==> src/rtl/cla_mp_add_sequencer.sv <==
// rtl/cla_mp_add_sequencer.sv - multi-precision adder serialized word by word through one 16-bit CLA
// Holds each word on the adder for SETTLE cycles, chaining the carry in a register between words.

module cla_adder16 (
  output logic [15:0] sum,
  output logic        carry_out,
  input  logic [15:0] a,
  input  logic [15:0] b,
  input  logic        carry_in
);

  logic [15:0] p;
  logic [15:0] g;
  logic [15:0] c;
  logic [3:0]  grp_p;
  logic [3:0]  grp_g;
  logic [3:0]  grp_c;

  assign p = a ^ b;
  assign g = a & b;

  for (genvar j = 0; j < 4; j++) begin : g_grp
    logic [3:0] pp;
    logic [3:0] gg;
    logic [3:0] cc;

    assign pp = p[4*j +: 4];
    assign gg = g[4*j +: 4];

    assign grp_p[j] = &pp;
    assign grp_g[j] = gg[3] | (pp[3] & gg[2]) | (pp[3] & pp[2] & gg[1])
                    | (pp[3] & pp[2] & pp[1] & gg[0]);

    // Bit carries inside the group are resolved from the group carry-in in parallel.
    assign cc[0] = grp_c[j];
    assign cc[1] = gg[0] | (pp[0] & grp_c[j]);
    assign cc[2] = gg[1] | (pp[1] & gg[0]) | (pp[1] & pp[0] & grp_c[j]);
    assign cc[3] = gg[2] | (pp[2] & gg[1]) | (pp[2] & pp[1] & gg[0])
                 | (pp[2] & pp[1] & pp[0] & grp_c[j]);

    assign c[4*j +: 4] = cc;
  end

  assign grp_c[0] = carry_in;
  assign grp_c[1] = grp_g[0] | (grp_p[0] & carry_in);
  assign grp_c[2] = grp_g[1] | (grp_p[1] & grp_g[0]) | (grp_p[1] & grp_p[0] & carry_in);
  assign grp_c[3] = grp_g[2] | (grp_p[2] & grp_g[1]) | (grp_p[2] & grp_p[1] & grp_g[0])
                  | (grp_p[2] & grp_p[1] & grp_p[0] & carry_in);
  assign carry_out = grp_g[3] | (grp_p[3] & grp_g[2]) | (grp_p[3] & grp_p[2] & grp_g[1])
                   | (grp_p[3] & grp_p[2] & grp_p[1] & grp_g[0])
                   | (grp_p[3] & grp_p[2] & grp_p[1] & grp_p[0] & carry_in);

  assign sum = p ^ c;

endmodule

module cla_mp_add_sequencer #(
  parameter int WORDS  = 4,
  parameter int SETTLE = 1
) (
  input  logic                  clk,
  input  logic                  reset,
  input  logic                  start,
  input  logic [16*WORDS-1:0]   a,
  input  logic [16*WORDS-1:0]   b,
  input  logic                  carry_in,
  output logic                  busy,
  output logic                  done,
  output logic [16*WORDS-1:0]   sum,
  output logic                  carry_out
);

  localparam int N = 16 * WORDS;
  localparam logic [1:0] S_IDLE = 2'd0;
  localparam logic [1:0] S_RUN  = 2'd1;
  localparam logic [1:0] S_DONE = 2'd2;
  localparam logic [2:0] LAST_IDX = 3'(WORDS - 1);
  localparam logic [3:0] LAST_CNT = 4'(SETTLE - 1);

  logic [1:0]   state_q, state_d;
  logic [N-1:0] a_q, a_d;
  logic [N-1:0] b_q, b_d;
  logic [N-1:0] sum_q, sum_d;
  logic [2:0]   idx_q, idx_d;
  logic [3:0]   cnt_q, cnt_d;
  logic         carry_q, carry_d;
  logic         cout_q, cout_d;

  logic [6:0]   word_base;
  logic [15:0]  add_a;
  logic [15:0]  add_b;
  logic [15:0]  add_sum;
  logic         add_cout;

  // Adder inputs come only from registers so they stay frozen for the whole settle window.
  assign word_base = {idx_q, 4'b0000};
  assign add_a     = a_q[word_base +: 16];
  assign add_b     = b_q[word_base +: 16];

  cla_adder16 u_add (
    .sum       (add_sum),
    .carry_out (add_cout),
    .a         (add_a),
    .b         (add_b),
    .carry_in  (carry_q)
  );

  always_comb begin
    state_d = state_q;
    a_d     = a_q;
    b_d     = b_q;
    sum_d   = sum_q;
    idx_d   = idx_q;
    cnt_d   = cnt_q;
    carry_d = carry_q;
    cout_d  = cout_q;
    case (state_q)
      S_IDLE: begin
        if (start) begin
          state_d = S_RUN;
          a_d     = a;
          b_d     = b;
          carry_d = carry_in;
          idx_d   = 3'd0;
          cnt_d   = 4'd0;
        end
      end
      S_RUN: begin
        if (cnt_q == LAST_CNT) begin
          cnt_d                 = 4'd0;
          sum_d[word_base +: 16] = add_sum;
          carry_d               = add_cout;
          // idx wraps to 0 after the last word so the word select never leaves the operand.
          if (idx_q == LAST_IDX) begin
            cout_d  = add_cout;
            idx_d   = 3'd0;
            state_d = S_DONE;
          end else begin
            idx_d = idx_q + 3'd1;
          end
        end else begin
          cnt_d = cnt_q + 4'd1;
        end
      end
      S_DONE:  state_d = S_IDLE;
      default: state_d = S_IDLE;
    endcase
  end

  always_ff @(posedge clk) begin
    if (reset) begin
      state_q <= S_IDLE;
      a_q     <= '0;
      b_q     <= '0;
      sum_q   <= '0;
      idx_q   <= 3'd0;
      cnt_q   <= 4'd0;
      carry_q <= 1'b0;
      cout_q  <= 1'b0;
    end else begin
      state_q <= state_d;
      a_q     <= a_d;
      b_q     <= b_d;
      sum_q   <= sum_d;
      idx_q   <= idx_d;
      cnt_q   <= cnt_d;
      carry_q <= carry_d;
      cout_q  <= cout_d;
    end
  end

  assign busy      = (state_q == S_RUN);
  assign done      = (state_q == S_DONE);
  assign sum       = sum_q;
  assign carry_out = cout_q;

endmodule

==> config.mk <==
export PLATFORM = sky130hd
export DESIGN_NAME = cla_mp_add_sequencer
export DESIGN_NICKNAME = d
export VERILOG_FILES = /design/src/rtl/cla_mp_add_sequencer.sv
export SDC_FILE = /design/constraint.sdc
export NUM_CORES = 1
export LEC_CHECK = 0
export CELL_PAD_IN_SITES_DETAIL_PLACEMENT = 2
export CELL_PAD_IN_SITES_GLOBAL_PLACEMENT = 2
export CORE_MARGIN = 4
export CORE_UTILIZATION = 32
export CTS_CLUSTER_SIZE = 16
export DETAILED_ROUTE_END_ITERATION = 10
export PLACE_DENSITY_LB_ADDON = 0.3
export SYNTH_ARGS = -nofsm -noshare
export SYNTH_HDL_FRONTEND = slang
export SYNTH_HIERARCHICAL = 1
export SYNTH_SLANG_ARGS = --single-unit
export TNS_END_PERCENT = 20
==> constraint.sdc <==
create_clock -name clk -period 8.8 [get_ports clk]
set_input_delay 0.88 -clock clk [delete_from_list [all_inputs] [get_ports clk]]
set_output_delay 0.88 -clock clk [all_outputs]
set_load 0.05 [all_outputs]
# Yosys cells after proc, flatten, opt, wreduce, memory -nomap -nowiden
# Index checks and enable logic that the tools add are counted.
# totals
register_bits	203
elab_cells	170
out_inout_bits	67
# op_classes
addsub	3
n_bitwise	121
shifts	4
reduce_logical	13
n_eq_ne	6
mux	15
# ops
op	n
64-bit by 8-bit indexed part select with 16-bit output	2
1-bit bitwise AND	72
64-bit bitwise mux	1
16-bit by 9-bit variable shift with 64-bit output, first input constant	1
16-bit by 9-bit indexed part select with 64-bit output	1
1-bit bitwise OR	46
16-bit bitwise XOR	2
16-bit bitwise AND	1
4-bit AND reduction	4
3-bit two-way mux	3
7-bit negation with 9-bit output	1
3-bit AND reduction	3
4-bit two-way mux	2
4-bit one-hot mux with 2 select lines	1
2-bit two-way mux	3
3-bit one-hot mux with 2 select lines	1
2-bit AND reduction	3
4-bit by 1-bit adder with 4-bit output, second input constant	1
4-bit zero test	1
2-bit by 1-bit != test with 1-bit output, second input constant	2
2-bit one-hot mux with 2 select lines	1
3-bit by 1-bit adder with 3-bit output, second input constant	1
3-bit by 2-bit == test with 1-bit output, second input constant	1
2-bit by 1-bit == test with 1-bit output, second input constant	1
6 further kinds	7

# Longest topological paths before layout
# depth
word_depth	15
depth_mapped	14
ltp_nobuf	11

# Hierarchy
# The synthesis kept the hierarchy.
# modules_own_cells
module	n_inst	area_each_um2	cells_per_inst
cla_mp_add_sequencer	1	8359.3	994
cla_adder16	1	633.1	74

# Worst setup path after synthesis
# Ideal clock, no wire load.
# synth_path
path_kind	reg2reg
from	reg idx_q[1]
to	reg sum_q[29] (netlist: sum[29])
stages_incl_launch_ff	14
synth_period_minus_slack_ns	3.500
t_arrival_ns	3.429
slack_ns	5.300
n_path_buf	2
required_time_ns	8.730
setup_ns	0.070
path_cell_list	dfxtp_1 buf_2 buf_2 mux4_2 and2_1 ha_1 a21o_1 a21o_1 a21o_1 a31o_2 fa_1 xor2_1 nand3_1 a21oi_1
# synth_rtl
element	line_no	rtl
start, declared	84	logic [2:0] idx_q, idx_d;
start signal, assigned	165	idx_q <= idx_d;
64-bit by 8-bit indexed part select with 16-bit output (*)	97	assign add_a = a_q[word_base +: 16];
net add_a[9]	90	logic [15:0] add_a;
16-bit bitwise AND / 16-bit bitwise XOR (equally long branches)	20, 19	
1-bit bitwise AND, on equally long branches	31, 32	
1-bit bitwise OR / 1-bit bitwise AND (equally long branches)	31, 32	
1-bit bitwise OR	32	| (pp[3] & pp[2] & pp[1] & gg[0]);
1-bit bitwise OR (2 in a row)	47	assign grp_c[3] = grp_g[2] | (grp_p[2] & grp_g[1]) | (grp_p[2] & grp_p[1] & grp_g[0])
1-bit bitwise OR (*)	48	| (grp_p[2] & grp_p[1] & grp_p[0] & carry_in);
1-bit bitwise AND (*)	36	assign cc[1] = gg[0] | (pp[0] & grp_c[j]);
1-bit bitwise OR (*)	36	
16-bit bitwise XOR (*)	53	assign sum = p ^ c;
net add_sum[13]	92	logic [15:0] add_sum;
16-bit by 9-bit indexed part select with 64-bit output (*)	131	sum_d[word_base +: 16] = add_sum;
64-bit bitwise mux (*)	131	
end signal, assigned	164	sum_q <= sum_d;
end, declared	83	logic [N-1:0] sum_q, sum_d;
# The timed path passes the listed nets; every way through them passes the cells marked *.
# A chain may end at the register's enable or synchronous reset.

# Worst setup path in the final report
# layout_path
from	reg idx_q[1]
to	reg sum_q[29] (netlist: sum[29])
# layout_rtl
element	line_no
64-bit by 8-bit indexed part select with 16-bit output (*)	97
net add_a[1]	90
16-bit bitwise AND / 16-bit bitwise XOR (equally long branches)	20, 19
1-bit bitwise AND, on equally long branches	31, 32
1-bit bitwise OR / 1-bit bitwise AND (equally long branches)	31, 32
1-bit bitwise OR	32
1-bit bitwise AND	47
1-bit bitwise OR	47
1-bit bitwise OR (*)	48
1-bit bitwise AND (*)	36
1-bit bitwise OR (*)	36
16-bit bitwise XOR (*)	53
net add_sum[13]	92
16-bit by 9-bit indexed part select with 64-bit output (*)	131
64-bit bitwise mux (*)	131
# Marked as above.

==> out/results.ini <==
[setup_path]
cp_max_fo = 21
crit_arrival_ns = 4.69
cp.required_ns = 9.23
worstSetupStartpointType = flip-flop
worstSetupPathType = flip-flop to flip-flop
cp-end-kind = flip-flop

[cells_and_area]
multi_input_area_mm2 = 0.004522
layout-area-overhead-vs-synth_pct = 32.82
seq_area_mm2 = 0.004066
antennaDiodeCount = 0
final_cell_mix = nand2_1, dfxtp_1, clkdlybuf4s50_1
fillCellCount = 3096
fin_nets = 1377
final_common_cell = nand2_1
layout-drive-gt1-share = 0.07293

[yosys]
ys_warn_count = 6
syn_nets = 1227
ys_seq_elements = 203
avgSynthCellArea_um2 = 8.420
synth-seq-area-share = 0.4519
synthArstFlopShare = 0
synth_flop_cell = dfxtp_1
yosysUniqueCellTypes = 48
synth_area_mm2 = 0.008992
synth_edf_count = 0
synth_cells = 1068

[clock_network]
hold_buffers = 0
htreeDepth = 1
cts.reportedPaths.clkPinSlew_ns = 0.06
tritoncts = done
ctsResizeCount = 0
clockBufferDepth = 3
post_cts_buffers = 0
numCtsBuffers = 24
clockRootBuffer = clkbuf_16
numClockSinks = 203
clock_latency_ns = 0.51

[outcome]
status = finished clean

[grt]
grt_max_degree = 98
grt_overflow = 0
antenna_found_initial = 0
grt_first_pass_wirelength_mm = 49.29
grt_pass1_vias = 8965
grtUsageMet1 = 0.2558
grtUsageMet2 = 0.3567
met3_usage = 0.02734
grt_use_total = 0.1991
busiest_layer = met2

[min_path]
hold_path.class = flip-flop to flip-flop

[floorplanning]
io_pins = 199
die_area_mm2 = 0.03085
floorplan.rows = 61
start_util = 0.3237
dieHeight_um = 175.6
die_x_um = 175.6
core_mm2 = 0.02778

[placed_design]
gp_congestion = 0.8042
portBuffers = 198
place_ws_ns = 4.530
place.detailed.hpwl_mm = 22.73

[pwr]
power.leakage_nw = 4.327
p_per_area_mw_per_mm2 = 193.0
irDropWorstVdd_mv = 0.1103

[route]
antenna_left = 0
vias_per_cell = 5.001
initialDrtViolationCount = 358
dr.pass1.iters = 4
drc = 0
routed_wl_mm = 31.45
vias = 8061
wire_per_inst_um = 19.51

[timing]
max_freq_mhz = 234.6
slew_violations = 0
finalHoldViolations = 0
relSlewSlack = 0.2071
final.period_utilization = 0.4844
rsz0062_at_grt = false
worst_slack_ns = 4.538
tns_ns = 0
fin_skew_ns = 0.01257
min_period_ns = 4.262
setup_viol = 0
tightest_slew_ns = 1.185

[job]
drv_cap = 0

==> power by group <==
part           internal, W  switching, W
Combinational     0.000135      0.000179
Sequential        0.000961     0.0000267
Clock             0.000611      0.000393
==> worst max-delay path: stages (launching register included) <==
cell and delay [ns]:
dfxtp_2 0.74, buf_4 0.45, mux4_2 0.55, and2_1 0.18, ha_1 0.35, o21ai_0 0.28
o21ai_1 0.13, a21o_1 0.25, a31o_2 0.28, fa_1 0.37, xor2_1 0.30, nand3_1 0.11
a21oi_1 0.18
==> sequential cells by signal, summed over array words and instances, names as in the netlist <==
name / flops
sum: 64
carry_out: 1
cnt_q: 4
a_q: 64
carry_q: 1
state_q: 2
b_q: 64
idx_q: 3
==> metrics by stage <==
| step | instance area [um^2] | std cells | power (W) | utilization | hold WS (ns) |
|---|---|---|---|---|---|
| global placement | 11150 | 1570 | 0.001314 | 0.4015 | 0.4385 |
| detailed placement | 11150 | 1570 | 0.001323 | 0.4015 | 0.4476 |
| global route | 11940 | 1612 | 0.002404 | 0.4299 | 0.4764 |
| CTS | 11940 | 1612 | 0.002331 | 0.4299 | 0.4557 |
| finish | 11940 | 1612 | 0.002305 | 0.4299 | 0.4539 |
| floorplan | 8992 | 1068 | 0.001178 | - | 0.4331 |
==> kinds of logic after synthesis <==
logic type                 synth area share
AOI/OAI and AO/OA                    0.1373
xor gates and xnor gates            0.01169
adders and majority gates           0.04091
buffers and inverters               0.04605
DFF                                  0.4519
muxes                               0.08237
and+or+nand+nor                      0.2297
==> cell type report <==
type / count / area share
sequential: 203 / 0.3405
tap: 378 / 0.03960
multi-input combinational: 771 / 0.3786
inverter: 11 / 0.003457
clock inverter: 6 / 0.007019
timing repair buffer: 207 / 0.1717
clock buffer: 36 / 0.05919
==> per-layer routing <==
layer  up-vias  routed length, um
met5         -                  0
met1      3955              13930
li1       3898                  -
met4         0                692
met2       166              15550
met3        42               1271
==> final timing paths <==
path	from	to	slack, ns	depth (start not counted)
setup / recovery	idx_q[1]	sum[29]	4.54	12
hold / removal	b_q[9]	b_q[9]	0.45	2
setup reg to reg	idx_q[1]	sum[29]	4.54	12
hold reg to reg	b_q[9]	b_q[9]	0.45	2
==> cell usage after synthesis, drive strengths merged (3+ instances only) <==
cell	instances	area share
ha	23	0.032
nand3b	16	0.013
o21ai	23	0.013
a21oi	185	0.10
xor2	6	0.0058
nand3	50	0.028
mux4	32	0.080
nor3	6	0.0071
and2	33	0.023
nand2b	5	0.0035
a21o	8	0.0067
nor2b	3	0.0021
fa	4	0.0089
nor2	13	0.0054
a211oi	4	0.0039
xnor2	6	0.0058
nand2	328	0.14
inv	10	0.0042
buf	23	0.016
dfxtp	203	0.45
or3	5	0.0035
clkbuf	60	0.025
(Power assumes the default switching activity.)
